File: config.mk
export PLATFORM = sky130hd
export DESIGN_NAME = hazard_ctrl_unit_flat
export DESIGN_NICKNAME = d
export VERILOG_FILES = /design/src/rtl/hazard_ctrl_unit_pkg.sv /design/src/rtl/hazard_ctrl_unit_if.sv /design/src/rtl/lu_hazard_detect.sv /design/src/rtl/hazard_ctrl_unit.sv /design/src/flat_wrapper.sv
export SDC_FILE = /design/constraint.sdc
export NUM_CORES = 1
export LEC_CHECK = 0
export BUFFER_PORTS_ARGS = -buffer_cell sky130_fd_sc_hd__buf_2
export CORE_MARGIN = 5
export CORE_UTILIZATION = 25
export DETAILED_ROUTE_END_ITERATION = 16
export GPL_ROUTABILITY_DRIVEN = 0
export GPL_TIMING_DRIVEN = 0
export PLACE_DENSITY = 0.62
export SYNTH_ARGS = -nofsm -noshare
export SYNTH_HDL_FRONTEND = slang
export SYNTH_SLANG_ARGS = --single-unit
File: constraint.sdc
create_clock -name clk -period 2.06 [get_ports clk]
set_clock_uncertainty 0.2 [all_clocks]
set_input_delay 0.309 -clock clk [delete_from_list [all_inputs] [get_ports clk]]
set_output_delay 0.309 -clock clk [all_outputs]
set_load 0.01 [all_outputs]
File: src/rtl/hazard_ctrl_unit_pkg.sv
// Shared types and constants for the ID/EX hazard controller.
package hazard_pkg;

    typedef enum logic {
        RUN      = 1'b0,
        LU_STALL = 1'b1
    } hz_state_t;

    localparam int HAZ_REG_AW = 5;
    localparam int X0         = 0;
    localparam int PERF_W     = 32;

endpackage

File: src/rtl/hazard_ctrl_unit_if.sv
// Pipeline <-> hazard controller signal bundle.
interface hazard_ctrl_if #(
    parameter int REG_AW = hazard_pkg::HAZ_REG_AW
);
    logic              idex_memread;
    logic [REG_AW-1:0] idex_rd;
    logic [REG_AW-1:0] ifid_rs1;
    logic [REG_AW-1:0] ifid_rs2;
    logic              ifid_uses_rs2;
    logic              branch_taken;
    logic              pc_write;
    logic              ifid_write;
    logic              idex_bubble;
    logic              ifid_flush;
    logic              idex_flush;
    logic              exmem_flush;
    logic              stall_active;

    modport master (
        output idex_memread, idex_rd, ifid_rs1, ifid_rs2,
        output ifid_uses_rs2, branch_taken,
        input  pc_write, ifid_write, idex_bubble,
        input  ifid_flush, idex_flush, exmem_flush, stall_active
    );

    modport slave (
        input  idex_memread, idex_rd, ifid_rs1, ifid_rs2,
        input  ifid_uses_rs2, branch_taken,
        output pc_write, ifid_write, idex_bubble,
        output ifid_flush, idex_flush, exmem_flush, stall_active
    );
endinterface

File: src/rtl/lu_hazard_detect.sv
// Load-use comparator: ID/EX load destination vs IF/ID sources.
module lu_hazard_detect
    import hazard_pkg::*;
#(
    parameter int REG_AW = HAZ_REG_AW
) (
    input  logic              memread,
    input  logic [REG_AW-1:0] rd,
    input  logic [REG_AW-1:0] rs1,
    input  logic [REG_AW-1:0] rs2,
    input  logic              uses_rs2,
    output logic              hazard
);
    logic rd_nz;

    assign rd_nz  = (rd != REG_AW'(X0));
    assign hazard = memread & rd_nz &
                    ((rd == rs1) | (uses_rs2 & (rd == rs2)));
endmodule

File: src/rtl/hazard_ctrl_unit.sv
// Stall/bubble/flush control for the ID/EX register.
// Define HAZ_PERF_CNT_EN to add stall_cnt/flush_cnt counters.
module hazard_ctrl_unit
    import hazard_pkg::*;
#(
    parameter int REG_AW       = HAZ_REG_AW,
    parameter int STALL_CYCLES = 1,
    parameter int CNT_W        = 4
) (
    input  logic                clk,
    input  logic                reset,
`ifdef HAZ_PERF_CNT_EN
    output logic [PERF_W-1:0]   stall_cnt,
    output logic [PERF_W-1:0]   flush_cnt,
`endif
    hazard_ctrl_if.slave        hz
);
    localparam logic [CNT_W-1:0] CNT_INIT = CNT_W'(STALL_CYCLES - 1);
    localparam logic [CNT_W-1:0] CNT_ONE  = CNT_W'(1);

    hz_state_t        state;
    logic [CNT_W-1:0] cnt;
    logic             stall_q;
    logic             lu_hazard;
    logic             pc_w, ifid_w, bubble, flush;

    lu_hazard_detect #(.REG_AW(REG_AW)) u_det (
        .memread  (hz.idex_memread),
        .rd       (hz.idex_rd),
        .rs1      (hz.ifid_rs1),
        .rs2      (hz.ifid_rs2),
        .uses_rs2 (hz.ifid_uses_rs2),
        .hazard   (lu_hazard)
    );

    always_ff @(posedge clk or posedge reset) begin
        if (reset) begin
            state   <= RUN;
            cnt     <= '0;
            stall_q <= 1'b0;
        end else if (hz.branch_taken) begin
            state   <= RUN;
            cnt     <= '0;
            stall_q <= 1'b0;
        end else begin
            unique case (state)
                RUN: begin
                    if (lu_hazard && (STALL_CYCLES > 1)) begin
                        state   <= LU_STALL;
                        cnt     <= CNT_INIT;
                        stall_q <= 1'b1;
                    end
                end
                LU_STALL: begin
                    cnt <= cnt - CNT_ONE;
                    if (cnt == CNT_ONE) begin
                        state   <= RUN;
                        stall_q <= 1'b0;
                    end
                end
                default: begin
                    state   <= RUN;
                    stall_q <= 1'b0;
                end
            endcase
        end
    end

    // Branch squashes everything; a stall in flight or a new hazard bubbles.
    always_comb begin
        pc_w   = 1'b0;
        ifid_w = 1'b0;
        bubble = 1'b0;
        flush  = 1'b0;
        if (!reset) begin
            priority case (1'b1)
                hz.branch_taken: begin
                    pc_w   = 1'b1;
                    ifid_w = 1'b1;
                    flush  = 1'b1;
                end
                (state == LU_STALL),
                lu_hazard: bubble = 1'b1;
                default: begin
                    pc_w   = 1'b1;
                    ifid_w = 1'b1;
                end
            endcase
        end
    end

    assign hz.pc_write     = pc_w;
    assign hz.ifid_write   = ifid_w;
    assign hz.idex_bubble  = bubble;
    assign hz.ifid_flush   = flush;
    assign hz.idex_flush   = flush;
    assign hz.exmem_flush  = flush;
    assign hz.stall_active = stall_q;

`ifdef HAZ_PERF_CNT_EN
    always_ff @(posedge clk or posedge reset) begin
        if (reset) begin
            stall_cnt <= '0;
            flush_cnt <= '0;
        end else begin
            if (!pc_w && (stall_cnt != '1))
                stall_cnt <= stall_cnt + 1'b1;
            if (hz.branch_taken && (flush_cnt != '1))
                flush_cnt <= flush_cnt + 1'b1;
        end
    end
`endif

endmodule

File: src/flat_wrapper.sv
// flat-port wrapper written by rule: the top's interface ports become plain ports
module hazard_ctrl_unit_flat import hazard_pkg::*;
#(
    parameter int REG_AW       = HAZ_REG_AW,
    parameter int STALL_CYCLES = 1,
    parameter int CNT_W        = 4
)
  (clk, reset, hz_idex_memread, hz_idex_rd, hz_ifid_rs1, hz_ifid_rs2, hz_ifid_uses_rs2, hz_branch_taken, hz_pc_write, hz_ifid_write, hz_idex_bubble, hz_ifid_flush, hz_idex_flush, hz_exmem_flush, hz_stall_active);
  hazard_ctrl_if #(.REG_AW(REG_AW)) hz_i ();
  input  logic clk;
  input  logic reset;
  input wire logic [$bits(hz_i.idex_memread)-1:0] hz_idex_memread;
  input wire logic [$bits(hz_i.idex_rd)-1:0] hz_idex_rd;
  input wire logic [$bits(hz_i.ifid_rs1)-1:0] hz_ifid_rs1;
  input wire logic [$bits(hz_i.ifid_rs2)-1:0] hz_ifid_rs2;
  input wire logic [$bits(hz_i.ifid_uses_rs2)-1:0] hz_ifid_uses_rs2;
  input wire logic [$bits(hz_i.branch_taken)-1:0] hz_branch_taken;
  output wire logic [$bits(hz_i.pc_write)-1:0] hz_pc_write;
  output wire logic [$bits(hz_i.ifid_write)-1:0] hz_ifid_write;
  output wire logic [$bits(hz_i.idex_bubble)-1:0] hz_idex_bubble;
  output wire logic [$bits(hz_i.ifid_flush)-1:0] hz_ifid_flush;
  output wire logic [$bits(hz_i.idex_flush)-1:0] hz_idex_flush;
  output wire logic [$bits(hz_i.exmem_flush)-1:0] hz_exmem_flush;
  output wire logic [$bits(hz_i.stall_active)-1:0] hz_stall_active;
  assign hz_i.idex_memread = hz_idex_memread;
  assign hz_i.idex_rd = hz_idex_rd;
  assign hz_i.ifid_rs1 = hz_ifid_rs1;
  assign hz_i.ifid_rs2 = hz_ifid_rs2;
  assign hz_i.ifid_uses_rs2 = hz_ifid_uses_rs2;
  assign hz_i.branch_taken = hz_branch_taken;
  assign hz_pc_write = hz_i.pc_write;
  assign hz_ifid_write = hz_i.ifid_write;
  assign hz_idex_bubble = hz_i.idex_bubble;
  assign hz_ifid_flush = hz_i.ifid_flush;
  assign hz_idex_flush = hz_i.idex_flush;
  assign hz_exmem_flush = hz_i.exmem_flush;
  assign hz_stall_active = hz_i.stall_active;
  hazard_ctrl_unit #(.REG_AW(REG_AW), .STALL_CYCLES(STALL_CYCLES), .CNT_W(CNT_W)) u_core (.clk(clk), .reset(reset), .hz(hz_i));
endmodule
==> summary.txt <==
Run status
  • Status: complete, but fails checks
  • Failing checks: setup timing

Timing
  • Final-report max-slew violation count: 0
  • Minimum clock period: 2.11 ns
  • Final total negative setup slack: -0.0693 ns
  • Crit share post-route: 1.02
  • Setup Viol. Count Final: 2
  • Max Freq: 474 MHz
  • RSZ-0062 raised after global routing: yes
  • Final worst slack: -0.0476 ns
  • Final hold vios: 0

Worst setup path
  • Setup CP Type: input pin to output port
  • CP max FO: 2
  • Crit-path slowest cell: o311a_1
  • Top cell by count, worst path: buf_6
  • CP Launch Type: input pin
  • Crit path DAT: 1.60 ns
  • Worst Reg-to-Reg Cells: 3
  • Critical Path Max Stage Delay: 0.37 ns
  • CP endpoint kind: output port
  • Critical Path, Cell by Cell: buf_6 -> xor2_1 -> nor4_2 -> a32oi_1 -> o311a_1 -> buf_4 -> buf_6
  • Critical path required time: 1.55 ns

Final layout
  • Area delta synth->final: 57.9%
  • Final non-filler cell area: approximately 700 µm²
  • Final Non-Filler Cells: 105
  • # fillers: 165
  • Nets: 103
  • ANT cells: 0
  • Commonest cells after routing, fill and taps aside: buf_2, xor2_1, nor2_1, buf_6
  • Share of layout cells above drive strength 1: 0.463
  • Commonest non-fill, non-tap cell in the layout: buf_2

Floorplan
  • Starting Density: 0.261
  • Row count: 15
  • Core box area: 1710 µm²
  • Die height: 52.2 µm
  • Die width: 52.2 µm
  • Die area: 2730 µm²
  • I/O pin count: 27

GRT
  • First-pass GRT wire length: 1.67 mm
  • Met1 Track Usage GR: 0.0781
  • Met2 Track Usage GR: 0.146
  • Largest net degree at the start of global routing: 10
  • Grt total ovfl: 0
  • Most Crowded Layer GR: met2
  • M3 GR Usage: 0.0456
  • Tot GR Track Use: 0.0844
  • Initial antenna violation count: 0
  • Vias in the first global route: 451

Job
  • Max_cap viols: 0

Logic synthesis
  • Ys Warns: 0
  • Compound-Gate Fraction of Synth Area: 0.118
  • Syn nets: just over 70
  • Mapped Cells: 50
  • Post-Synth XOR/XNOR Area: 0.256
  • Syn Std Cell Area: ~450 µm²
  • Synth unique cells: 22
  • Largest family of logic cells by synthesized area: XOR/XNOR gates
  • Synth Area in Adders: 0.0562
  • Simple-gate share of the synthesized area: 0.180
  • Synthesized area per cell: 8.91 µm²
  • Mux contribution to synthesized area: 0
  • Seq cells post-synth: 5
  • Sequential share of the synthesized area: 0.281

Route
  • # DRC: 0
  • Routed vias: ~430
  • Pre-antenna DRT Iters: 1
  • Routed len/inst: 10.4 µm
  • Vias per cell: 4.09
  • Drt first-iter violations: 0
  • Routed Antenna Nets: 0
  • Final wirelength: between 1 and 1.5 mm

Power and ir drop
  • Worst vdd ir: 0.157 mV
  • Final Total Pwr: 287 µW
  • Power Dens Cells: 408 nW/µm²
  • LEAKAGE: between 0.0003 and 0.0004 µW

Clocking
  • Num CTS Buffers: 3
  • CTS Root Cell: clkbuf_4
  • Clk Latency, worst-skew pair: around 0.23 ns
  • # H-tree levels: 1
  • Total clock sinks: 5
  • Clk slew on worst S/H paths: 0.04 ns
  • Max clock buf depth: 2
  • CTS tree: done

Placed design
  • Port bufs: 24
  • Area after DPL: 597 µm²
  • Placed cells: 99
  • Detailed placement HPWL: ~900 µm

Worst hold path
  • Min-Delay Path Class: input pin to register
  • Worst Hold Depth: 2
worst max-delay path, delay by kind of cell:
kind | cells | cell delay, ns
xor gates and xnor gates | 1 | 0.15
AOI/OAI and AO/OA | 2 | 0.53
and+or+nand+nor | 1 | 0.27
buffers and inverters | 3 | 0.34
cells in the mapped netlist:
library cell	number	area share
dfrtp_1	5	0.28
clkbuf_1	1	0.0084
o41ai_2	1	0.037
o311a_1	1	0.022
ha_1	2	0.056
xnor2_1	3	0.059
nor2_1	7	0.059
buf_4	4	0.067
a32oi_1	1	0.020
nand2b_1	1	0.014
inv_1	3	0.025
nand2_1	2	0.017
nor4b_1	1	0.020
a211oi_1	1	0.017
a21oi_1	1	0.011
xor2_1	10	0.20
or4_1	1	0.017
conb_1	1	0.0084
nor4_2	1	0.028
nor2b_1	1	0.014
o21ai_1	1	0.011
nor3_1	1	0.011
cell families after synthesis:
group,Yosys count
and+or+nand+nor,15
adders and majority gates,2
DFF,5
xor gates and xnor gates,13
other,1
buffers and inverters,8
AOI/OAI and AO/OA,6
final timing paths:
| path | startpoint | to | slack [ns] |
|---|---|---|---|
| setup / recovery | hz_ifid_rs2[2] | hz_pc_write | -0.05 |
| hold / removal | hz_branch_taken | u_core.cnt[3]$_DFFE_PP0P_ | 0.26 |
| setup reg to reg | u_core.state$_DFF_PP0_ | u_core.cnt[3]$_DFFE_PP0P_ | 0.72 |
| hold reg to reg | u_core.cnt[3]$_DFFE_PP0P_ | u_core.cnt[3]$_DFFE_PP0P_ | 0.35 |
| max in group asynchronous | reset | u_core.cnt[1]$_DFFE_PP0P_ | 1.11 |
| min in group asynchronous | reset | u_core.cnt[2]$_DFFE_PP0P_ | 0.37 |
report_power, final:
group	internal [µW]	switching (µW)	total, µW
registers	98.7	0.000000000000159	98.7
clock network	72.8	33.0	106
logic	46.4	36.3	82.7
total	218	69.3	287
sequential cells by signal, indices dropped and copies added, names as in the netlist:
register,flops
u_core.cnt,4
u_core.state,1
metal layers:
metal	share of wire	up-vias
li1	-	219
met1	0.34	189
met2	0.55	19
met3	0.097	2
met4	0.010	0
met5	0	-
layout make-up:
| type | instances | area (µm²) | area share |
|---|---|---|---|
| multi-input cells | 37 | 294 | 0.418 |
| flip-flops and latches | 5 | 125 | 0.178 |
| inverters | 3 | 11.3 | 0.0160 |
| clock buffers | 4 | 26.3 | 0.0374 |
| well taps | 25 | 31.3 | 0.0445 |
| repair buffers | 26 | 181 | 0.258 |
| plain buffers | 5 | 33.8 | 0.0480 |
metrics by stage:
| stage | worst slack [ns] | hold slack [ns] | utilization |
|---|---|---|---|
| finish | -0.0476 | 0.262 | 0.412 |
| CTS | -0.0660 | 0.264 | 0.396 |
| global placement | -0.124 | 0.0611 | 0.349 |
| detailed placement | -0.132 | 0.0594 | 0.349 |
| floorplan | 0.145 | -0.104 | - |
| global route | -0.129 | 0.292 | 0.412 |
timing repair:
item | CTS | global route
hold buffers | 1 | 0
endpoints found under the setup margin | 2 | 2
setup buffers | 1 | 0
gates resized for setup | 8 | 5
hold endpoints to repair | 5 | 0
pin swaps | 6 | 5
(Power assumes the default switching activity.)
